`config.mk`:
```
export PLATFORM = sky130hd
export DESIGN_NAME = axi_to_lite_splitter
export DESIGN_NICKNAME = d
export VERILOG_FILES = /design/src/rtl/axi_to_lite_splitter.sv
export SDC_FILE = /design/constraint.sdc
export NUM_CORES = 1
export LEC_CHECK = 0
export CORE_MARGIN = 2
export CORE_UTILIZATION = 52
export DETAILED_ROUTE_END_ITERATION = 12
export PLACE_DENSITY = 0.84
export SYNTH_ARGS = -nofsm -noshare
export SYNTH_HDL_FRONTEND = slang
export SYNTH_SLANG_ARGS = --single-unit
```
`constraint.sdc`:
```
create_clock -name clk_i -period 8.7 [get_ports clk_i]
set_input_delay 1.74 -clock clk_i [delete_from_list [all_inputs] [get_ports clk_i]]
set_output_delay 1.74 -clock clk_i [all_outputs]
set_load 0.02 [all_outputs]
```
`src/rtl/axi_to_lite_splitter.sv`:
```
// AXI4 to AXI-Lite burst splitter: each full-AXI burst becomes len+1 sequential
// single-beat AXI-Lite transactions; read and write paths run independently.

package axi_to_lite_pkg;
  localparam int unsigned AW = 32;
  localparam int unsigned DW = 32;
  localparam int unsigned IW = 8;
  localparam int unsigned UW = 8;

  typedef struct packed {
    logic [IW-1:0]   id;
    logic [AW-1:0]   addr;
    logic [7:0]      len;
    logic [2:0]      size;
    logic [1:0]      burst;
    logic            lock;
    logic [3:0]      cache;
    logic [2:0]      prot;
    logic [3:0]      qos;
    logic [UW-1:0]   user;
  } ax_chan_t;

  typedef struct packed {
    logic [DW-1:0]   data;
    logic [DW/8-1:0] strb;
    logic            last;
    logic [UW-1:0]   user;
  } w_chan_t;

  typedef struct packed {
    logic [IW-1:0]   id;
    logic [1:0]      resp;
    logic [UW-1:0]   user;
  } b_chan_t;

  typedef struct packed {
    logic [IW-1:0]   id;
    logic [DW-1:0]   data;
    logic [1:0]      resp;
    logic            last;
    logic [UW-1:0]   user;
  } r_chan_t;

  typedef struct packed {
    ax_chan_t aw;
    logic     aw_valid;
    w_chan_t  w;
    logic     w_valid;
    logic     b_ready;
    ax_chan_t ar;
    logic     ar_valid;
    logic     r_ready;
  } axi_req_t;

  typedef struct packed {
    logic    aw_ready;
    logic    ar_ready;
    logic    w_ready;
    logic    b_valid;
    b_chan_t b;
    logic    r_valid;
    r_chan_t r;
  } axi_resp_t;

  typedef struct packed {
    logic [AW-1:0] addr;
    logic [2:0]    prot;
  } lite_ax_t;

  typedef struct packed {
    logic [DW-1:0]   data;
    logic [DW/8-1:0] strb;
  } lite_w_t;

  typedef struct packed {
    logic [1:0] resp;
  } lite_b_t;

  typedef struct packed {
    logic [DW-1:0] data;
    logic [1:0]    resp;
  } lite_r_t;

  typedef struct packed {
    lite_ax_t aw;
    logic     aw_valid;
    lite_w_t  w;
    logic     w_valid;
    logic     b_ready;
    lite_ax_t ar;
    logic     ar_valid;
    logic     r_ready;
  } lite_req_t;

  typedef struct packed {
    logic    aw_ready;
    logic    w_ready;
    logic    b_valid;
    lite_b_t b;
    logic    ar_ready;
    logic    r_valid;
    lite_r_t r;
  } lite_resp_t;
endpackage

module axi_to_lite_splitter #(
  parameter int unsigned AxiAddrWidth = 32,
  parameter int unsigned AxiDataWidth = 32,
  parameter int unsigned AxiIdWidth   = 8,
  parameter int unsigned AxiUserWidth = 8,
  parameter type axi_req_t   = axi_to_lite_pkg::axi_req_t,
  parameter type axi_resp_t  = axi_to_lite_pkg::axi_resp_t,
  parameter type lite_req_t  = axi_to_lite_pkg::lite_req_t,
  parameter type lite_resp_t = axi_to_lite_pkg::lite_resp_t
) (
  input  logic       clk_i,
  input  logic       rst_ni,
  input  axi_req_t   slv_req_i,
  output axi_resp_t  slv_resp_o,
  output lite_req_t  mst_req_o,
  input  lite_resp_t mst_resp_i
);

  localparam int unsigned MaxSize = $clog2(AxiDataWidth/8);
  localparam logic [1:0] RespOkay   = 2'b00;
  localparam logic [1:0] RespExOkay = 2'b01;
  localparam logic [1:0] RespSlvErr = 2'b10;

  typedef enum logic [1:0] {W_IDLE, W_BEAT, W_RESP, W_BRESP} wstate_e;
  typedef enum logic [1:0] {R_IDLE, R_AR, R_R} rstate_e;

  wstate_e                 wstate, wstate_n;
  logic [AxiIdWidth-1:0]   wid, wid_n;
  logic [AxiAddrWidth-1:0] waddr, waddr_n;
  logic [7:0]              wlen, wlen_n, wcnt, wcnt_n;
  logic [2:0]              wsize, wsize_n, wprot, wprot_n;
  logic [1:0]              wburst, wburst_n, wworst, wworst_n;
  logic                    woversize, woversize_n, awdone, awdone_n, wdone, wdone_n;

  rstate_e                 rstate, rstate_n;
  logic [AxiIdWidth-1:0]   rid, rid_n;
  logic [AxiAddrWidth-1:0] raddr, raddr_n;
  logic [7:0]              rlen, rlen_n, rcnt, rcnt_n;
  logic [2:0]              rsize, rsize_n, rprot, rprot_n;
  logic [1:0]              rburst, rburst_n;
  logic                    roversize, roversize_n;

  // Only a subset of the request/response fields is meaningful here.
  logic unused_inputs;
  assign unused_inputs = ^{slv_req_i, mst_resp_i};

  // Lite EXOKAY has no meaning without exclusive access; fold it into OKAY.
  function automatic logic [1:0] norm_resp(input logic [1:0] r);
    norm_resp = (r == RespExOkay) ? RespOkay : r;
  endfunction

  // After normalisation the encodings OKAY < SLVERR < DECERR order by severity.
  function automatic logic [1:0] worse_resp(input logic [1:0] cur, input logic [1:0] r);
    logic [1:0] n;
    n = norm_resp(r);
    worse_resp = (n > cur) ? n : cur;
  endfunction

  function automatic logic [AxiAddrWidth-1:0] next_addr(input logic [AxiAddrWidth-1:0] addr,
                                                        input logic [2:0] size,
                                                        input logic [1:0] burst,
                                                        input logic [7:0] len);
    logic [AxiAddrWidth-1:0] step, incr, wsize_b, base;
    step    = AxiAddrWidth'(1) << size;
    incr    = (addr & ~(step - AxiAddrWidth'(1))) + step;
    wsize_b = (AxiAddrWidth'(len) + AxiAddrWidth'(1)) << size;
    base    = addr & ~(wsize_b - AxiAddrWidth'(1));
    case (burst)
      2'b00:   next_addr = addr;
      2'b10:   next_addr = (incr >= base + wsize_b) ? base : incr;
      default: next_addr = incr;
    endcase
  endfunction

  // Next-state and output decode for both the write and the read FSM.
  always_comb begin
    slv_resp_o  = '0;
    mst_req_o   = '0;
    wstate_n    = wstate;
    wid_n       = wid;
    waddr_n     = waddr;
    wlen_n      = wlen;
    wcnt_n      = wcnt;
    wsize_n     = wsize;
    wprot_n     = wprot;
    wburst_n    = wburst;
    wworst_n    = wworst;
    woversize_n = woversize;
    awdone_n    = awdone;
    wdone_n     = wdone;
    rstate_n    = rstate;
    rid_n       = rid;
    raddr_n     = raddr;
    rlen_n      = rlen;
    rcnt_n      = rcnt;
    rsize_n     = rsize;
    rprot_n     = rprot;
    rburst_n    = rburst;
    roversize_n = roversize;

    slv_resp_o.b.user = AxiUserWidth'(0);

    case (wstate)
      W_IDLE: begin
        // Held low while in reset so no burst is accepted until release.
        slv_resp_o.aw_ready = rst_ni;
        if (slv_req_i.aw_valid) begin
          wid_n       = slv_req_i.aw.id;
          waddr_n     = slv_req_i.aw.addr;
          wlen_n      = slv_req_i.aw.len;
          wsize_n     = slv_req_i.aw.size;
          wburst_n    = slv_req_i.aw.burst;
          wprot_n     = slv_req_i.aw.prot;
          wcnt_n      = '0;
          woversize_n = 32'(slv_req_i.aw.size) > MaxSize;
          wworst_n    = woversize_n ? RespSlvErr : RespOkay;
          awdone_n    = 1'b0;
          wdone_n     = 1'b0;
          wstate_n    = W_BEAT;
        end
      end
      W_BEAT: begin
        if (woversize) begin
          // Oversize bursts just drain the W beats; no lite traffic.
          slv_resp_o.w_ready = 1'b1;
          if (slv_req_i.w_valid) begin
            if (wcnt == wlen) wstate_n = W_BRESP;
            else              wcnt_n   = wcnt + 8'd1;
          end
        end else begin
          mst_req_o.aw_valid = !awdone;
          mst_req_o.aw.addr  = waddr;
          mst_req_o.aw.prot  = wprot;
          mst_req_o.w_valid  = !wdone && slv_req_i.w_valid;
          mst_req_o.w.data   = slv_req_i.w.data;
          mst_req_o.w.strb   = slv_req_i.w.strb;
          slv_resp_o.w_ready = !wdone && mst_resp_i.w_ready;
          awdone_n = awdone | mst_resp_i.aw_ready;
          wdone_n  = wdone | (slv_req_i.w_valid & mst_resp_i.w_ready);
          if (awdone_n && wdone_n) wstate_n = W_RESP;
        end
      end
      W_RESP: begin
        mst_req_o.b_ready = 1'b1;
        if (mst_resp_i.b_valid) begin
          wworst_n = worse_resp(wworst, mst_resp_i.b.resp);
          if (wcnt == wlen) begin
            wstate_n = W_BRESP;
          end else begin
            wcnt_n   = wcnt + 8'd1;
            waddr_n  = next_addr(waddr, wsize, wburst, wlen);
            awdone_n = 1'b0;
            wdone_n  = 1'b0;
            wstate_n = W_BEAT;
          end
        end
      end
      default: begin
        slv_resp_o.b_valid  = 1'b1;
        slv_resp_o.b.id     = wid;
        slv_resp_o.b.resp   = wworst;
        if (slv_req_i.b_ready) wstate_n = W_IDLE;
      end
    endcase

    case (rstate)
      R_IDLE: begin
        slv_resp_o.ar_ready = rst_ni;
        if (slv_req_i.ar_valid) begin
          rid_n       = slv_req_i.ar.id;
          raddr_n     = slv_req_i.ar.addr;
          rlen_n      = slv_req_i.ar.len;
          rsize_n     = slv_req_i.ar.size;
          rburst_n    = slv_req_i.ar.burst;
          rprot_n     = slv_req_i.ar.prot;
          rcnt_n      = '0;
          roversize_n = 32'(slv_req_i.ar.size) > MaxSize;
          rstate_n    = roversize_n ? R_R : R_AR;
        end
      end
      R_AR: begin
        mst_req_o.ar_valid = 1'b1;
        mst_req_o.ar.addr  = raddr;
        mst_req_o.ar.prot  = rprot;
        if (mst_resp_i.ar_ready) rstate_n = R_R;
      end
      default: begin
        slv_resp_o.r.id   = rid;
        slv_resp_o.r.last = (rcnt == rlen);
        if (roversize) begin
          slv_resp_o.r_valid = 1'b1;
          slv_resp_o.r.resp  = RespSlvErr;
        end else begin
          slv_resp_o.r_valid = mst_resp_i.r_valid;
          slv_resp_o.r.data  = mst_resp_i.r.data;
          slv_resp_o.r.resp  = norm_resp(mst_resp_i.r.resp);
          mst_req_o.r_ready  = slv_req_i.r_ready;
        end
        if (slv_resp_o.r_valid && slv_req_i.r_ready) begin
          if (rcnt == rlen) begin
            rstate_n = R_IDLE;
          end else begin
            rcnt_n   = rcnt + 8'd1;
            raddr_n  = next_addr(raddr, rsize, rburst, rlen);
            rstate_n = roversize ? R_R : R_AR;
          end
        end
      end
    endcase
  end

  // State and burst-context registers; reset abandons any burst in flight.
  always_ff @(posedge clk_i or negedge rst_ni) begin
    if (!rst_ni) begin
      wstate    <= W_IDLE;
      wid       <= '0;
      waddr     <= '0;
      wlen      <= '0;
      wcnt      <= '0;
      wsize     <= '0;
      wprot     <= '0;
      wburst    <= '0;
      wworst    <= RespOkay;
      woversize <= 1'b0;
      awdone    <= 1'b0;
      wdone     <= 1'b0;
      rstate    <= R_IDLE;
      rid       <= '0;
      raddr     <= '0;
      rlen      <= '0;
      rcnt      <= '0;
      rsize     <= '0;
      rprot     <= '0;
      rburst    <= '0;
      roversize <= 1'b0;
    end else begin
      wstate    <= wstate_n;
      wid       <= wid_n;
      waddr     <= waddr_n;
      wlen      <= wlen_n;
      wcnt      <= wcnt_n;
      wsize     <= wsize_n;
      wprot     <= wprot_n;
      wburst    <= wburst_n;
      wworst    <= wworst_n;
      woversize <= woversize_n;
      awdone    <= awdone_n;
      wdone     <= wdone_n;
      rstate    <= rstate_n;
      rid       <= rid_n;
      raddr     <= raddr_n;
      rlen      <= rlen_n;
      rcnt      <= rcnt_n;
      rsize     <= rsize_n;
      rprot     <= rprot_n;
      rburst    <= rburst_n;
      roversize <= roversize_n;
    end
  end

endmodule

```
==> results_dict.tcl <==
set metrics [dict create \
    outcome "completed" \
    drive_above_1_share_pct 7.41 \
    fp-row-count 66 \
    power_density_mw_per_mm2 445 \
    synth_edf_count 0 \
    syn_inst 2298 \
    syn-cell-area_mm2 0.0173 \
    r2r_cells 32 \
    cts-hold-fix-buffers 0 \
    path_buf_inv 1 \
    portBuffers 364 \
    regToRegSetupSlack_ns 0.69 \
    r2r-end "waddr[10]$_DFFE_PN0P_" \
    clock-sinks 138 \
    endpoint_kind "flop" \
    antenna_found_initial 2 \
    slew_headroom_pct 18.3 \
    htree_levels 4 \
    post_synth_num_cell_types 121 \
    worst_pin_slew_ns 1.22 \
    gr-usage-all-layers_pct 35.4 \
    start_util_pct 53.0 \
    skew_ns 0.0105 \
    fin_cells 3022 \
    yosysSeqAreaShare_pct 20.0 \
    hold_start "rid[5]$_DFFE_PN0P_" \
    worstSetupPathType "flop to flop" \
    core_area_mm2 0.0326 \
    period_minus_slack_ns 8.01 \
    cts_resized 0 \
    final_antenna_net_count 0 \
    r2r-start "wlen[1]$_DFFE_PN0P_" \
    synth_top_area_cell "dfrtp_1" \
    whs_endpoint "rid[5]$_DFFE_PN0P_" \
    synth_ff_type "dfrtp_1" \
    cts_tree "built" \
    worstSetupStartpointType "flop" \
    syn_to_final_growth_pct 25.0 \
    root_buffer "clkbuf_16" \
    clock_latency_ns 0.46 \
    numCtsBuffers 17 \
    die-area_mm2 0.0347 \
    drcViolationCount 0 \
    max_freq_mhz 125 \
    yosys-top-cells-area "dfrtp_1, ha_1, and2_1" \
    die_h_um 186 \
    hold_viol_final 0 \
    grt_pass1_vias 18063 \
    cp-startpoint "wlen[1]$_DFFE_PN0P_" \
    syn_area_per_cell_um2 7.52 \
    ctsLongestPathBuffers 2 \
    ir_drop_mv 0.201 \
    maxCapViolations 0 \
    wl_per_cell_um 20.2 \
    finalNetCount 2904 \
    setup_viol_count_final 0 \
    cp.arrival_ns 8.38 \
    cp_slowest_stage_delay_ns 0.61 \
    drt_iter0_markers 1725 \
    rsz0062_at_grt "no" \
    place_congestion 1.01 \
    dpl.hpwl_um 46500 \
    min_period_over_period_pct 92.1 \
    crit_family "compound AO/OA/AOI/OAI gates" \
    num_vias 18745 \
    drt-total-wl_um 61100 \
    whs_path_depth 2 \
    postCtsSetupRepairBufs 0 \
    synth-seq-cells 138 \
    hp-class "flop to flop" \
    first_pass_iters 9 \
    leakagePower_nw 9.03 \
    routed_via_density 6.20 \
    place_inst 2988 \
    grt_max_degree 63 \
    io_pins 424 \
    crit_fanout 11 \
    die_x_um 186 \
    async_flop_share_pct 100 \
    synth_top_cell_area_share_pct 20.0 \
    cp.required_ns 9.07 \
    yosys_warnings 0 \
    clkTransAtPathRegs_ns 0.07 \
    finalSetupTns_ns 0 \
    grt_pass1_wl_um 97000 \
    slowest_stage "o31a_1" \
    finalMaxSlewViolations 0 \
    gr-total-overflow 0 \
]
[state kept, by name (all words and copies together), names as in the netlist, 8 cells and up]
name   count
rlen       8
wcnt       8
waddr     32
wid        8
wlen       8
raddr     32
rcnt       8
rid        8
[worst register-to-register path, delay by kind of cell, from the launching register on]
family          cells  cell delay [ns]
compound gates     15             3.52
xor+xnor            2             0.28
fa+ha+maj           3             1.06
buf+inv             1             0.20
flops               1             0.51
simple gates       11             2.36
[power breakdown]
group          switching (mW)  internal [mW]  leakage [nW]
combinational            4.28           3.03          7.08
sequential              0.625          0.930          1.68
clock                   0.356          0.378         0.268
total                    5.27           4.34          9.03
[cells by family (layout without fill, tap and decap cells)]
logic type / count (synthesis) / count (layout) / share of synthesized area (%)
compound gates: 556 / 556 / 22.3
xor+xnor: 150 / 150 / 7.69
fa+ha+maj: 100 / 100 / 7.24
buf+inv: 236 / 501 / 6.40
flops: 138 / 138 / 20.0
mux: 70 / 70 / 4.44
other cells: 1 / 18 / 0.0217
simple gates: 1047 / 1047 / 31.9
[per-layer routing]
layer	global-route usage [%]	vias up	wire length, um
li1	-	8723	-
met1	44.5	8916	24900
met2	58.5	904	28700
met3	7.22	202	4900
met4	16.1	0	2660
met5	0	-	0
[final cells by class]
class                           count  area, um^2
Antenna cell                        2        5.00
Clock buffer                       18         429
Clock inverter                     14         131
Fill cell                        2762       11000
Inverter                           66         250
Multi-Input combinational cell   1939       12800
Sequential cell                   138        3450
Tap cell                          442         553
Timing Repair Buffer              403        3940
[synth_stat cells (15+ instances only)]
| master | n |
|---|---|
| nand2_1 | 288 |
| and2_1 | 185 |
| nor2_1 | 179 |
| dfrtp_1 | 138 |
| a21oi_1 | 117 |
| o21ai_0 | 115 |
| ha_1 | 100 |
| clkbuf_1 | 99 |
| xnor2_1 | 79 |
| nand3_1 | 73 |
| xor2_1 | 69 |
| inv_1 | 65 |
| nor3_1 | 57 |
| and3_1 | 45 |
| a21o_1 | 43 |
| nand4_1 | 40 |
| mux2_2 | 33 |
| nand2b_1 | 33 |
| mux2i_1 | 32 |
| nor2b_1 | 27 |
| buf_2 | 26 |
| buf_4 | 25 |
| a211oi_1 | 20 |
| o211ai_1 | 20 |
| a31oi_1 | 17 |
| o21ai_1 | 17 |
| o21a_1 | 16 |
| a22oi_1 | 15 |
[metrics by stage]
step | hold slack [ns] | instance area [um^2] | power (mW) | utilization [%] | worst slack (ns)
final | 0.476 | 21600 | 9.60 | 66.2 | 0.686
after global routing | 0.497 | 21600 | 10.4 | 66.2 | 0.0818
after CTS | 0.477 | 21600 | 9.44 | 66.1 | 0.639
after detailed placement | 0.461 | 21000 | 8.64 | 64.4 | 0.665
after global placement | 0.450 | 21000 | 8.47 | 64.4 | 0.877
after floorplan | 0.437 | 17300 | 6.61 | - | 1.81
[worst max-delay path by stage]
stage                     cells after the start  slack, ns                    end
after floorplan                              37       1.81  waddr[22]$_DFFE_PN0P_
after global placement                       27       0.88  raddr[21]$_DFFE_PN0P_
after detailed placement                     27       0.66  raddr[27]$_DFFE_PN0P_
after CTS                                    29       0.64  raddr[26]$_DFFE_PN0P_
after global routing                         32       0.08  waddr[10]$_DFFE_PN0P_
final                                        32       0.69  waddr[10]$_DFFE_PN0P_
[layout by cell type (no fill, tap or decap), types with 18 or more instances in the layout]
cell             count
mux2_2              33
and2_1             185
xnor2_1             79
a21oi_1            117
buf_4               39
a21o_1              43
nor3_1              56
nand4_1             40
o21ai_0            115
nand2_1            288
ha_1               100
xor2_1              69
dfrtp_1            138
nor2_1             179
inv_1               65
mux2i_1             32
clkdlybuf4s50_1    363
a211oi_1            18
nand3_1             73
nand2b_1            33
and3_1              45
nor2b_1             25
o211ai_1            20
No activity file was read; power rests on OpenSTA's default activity.
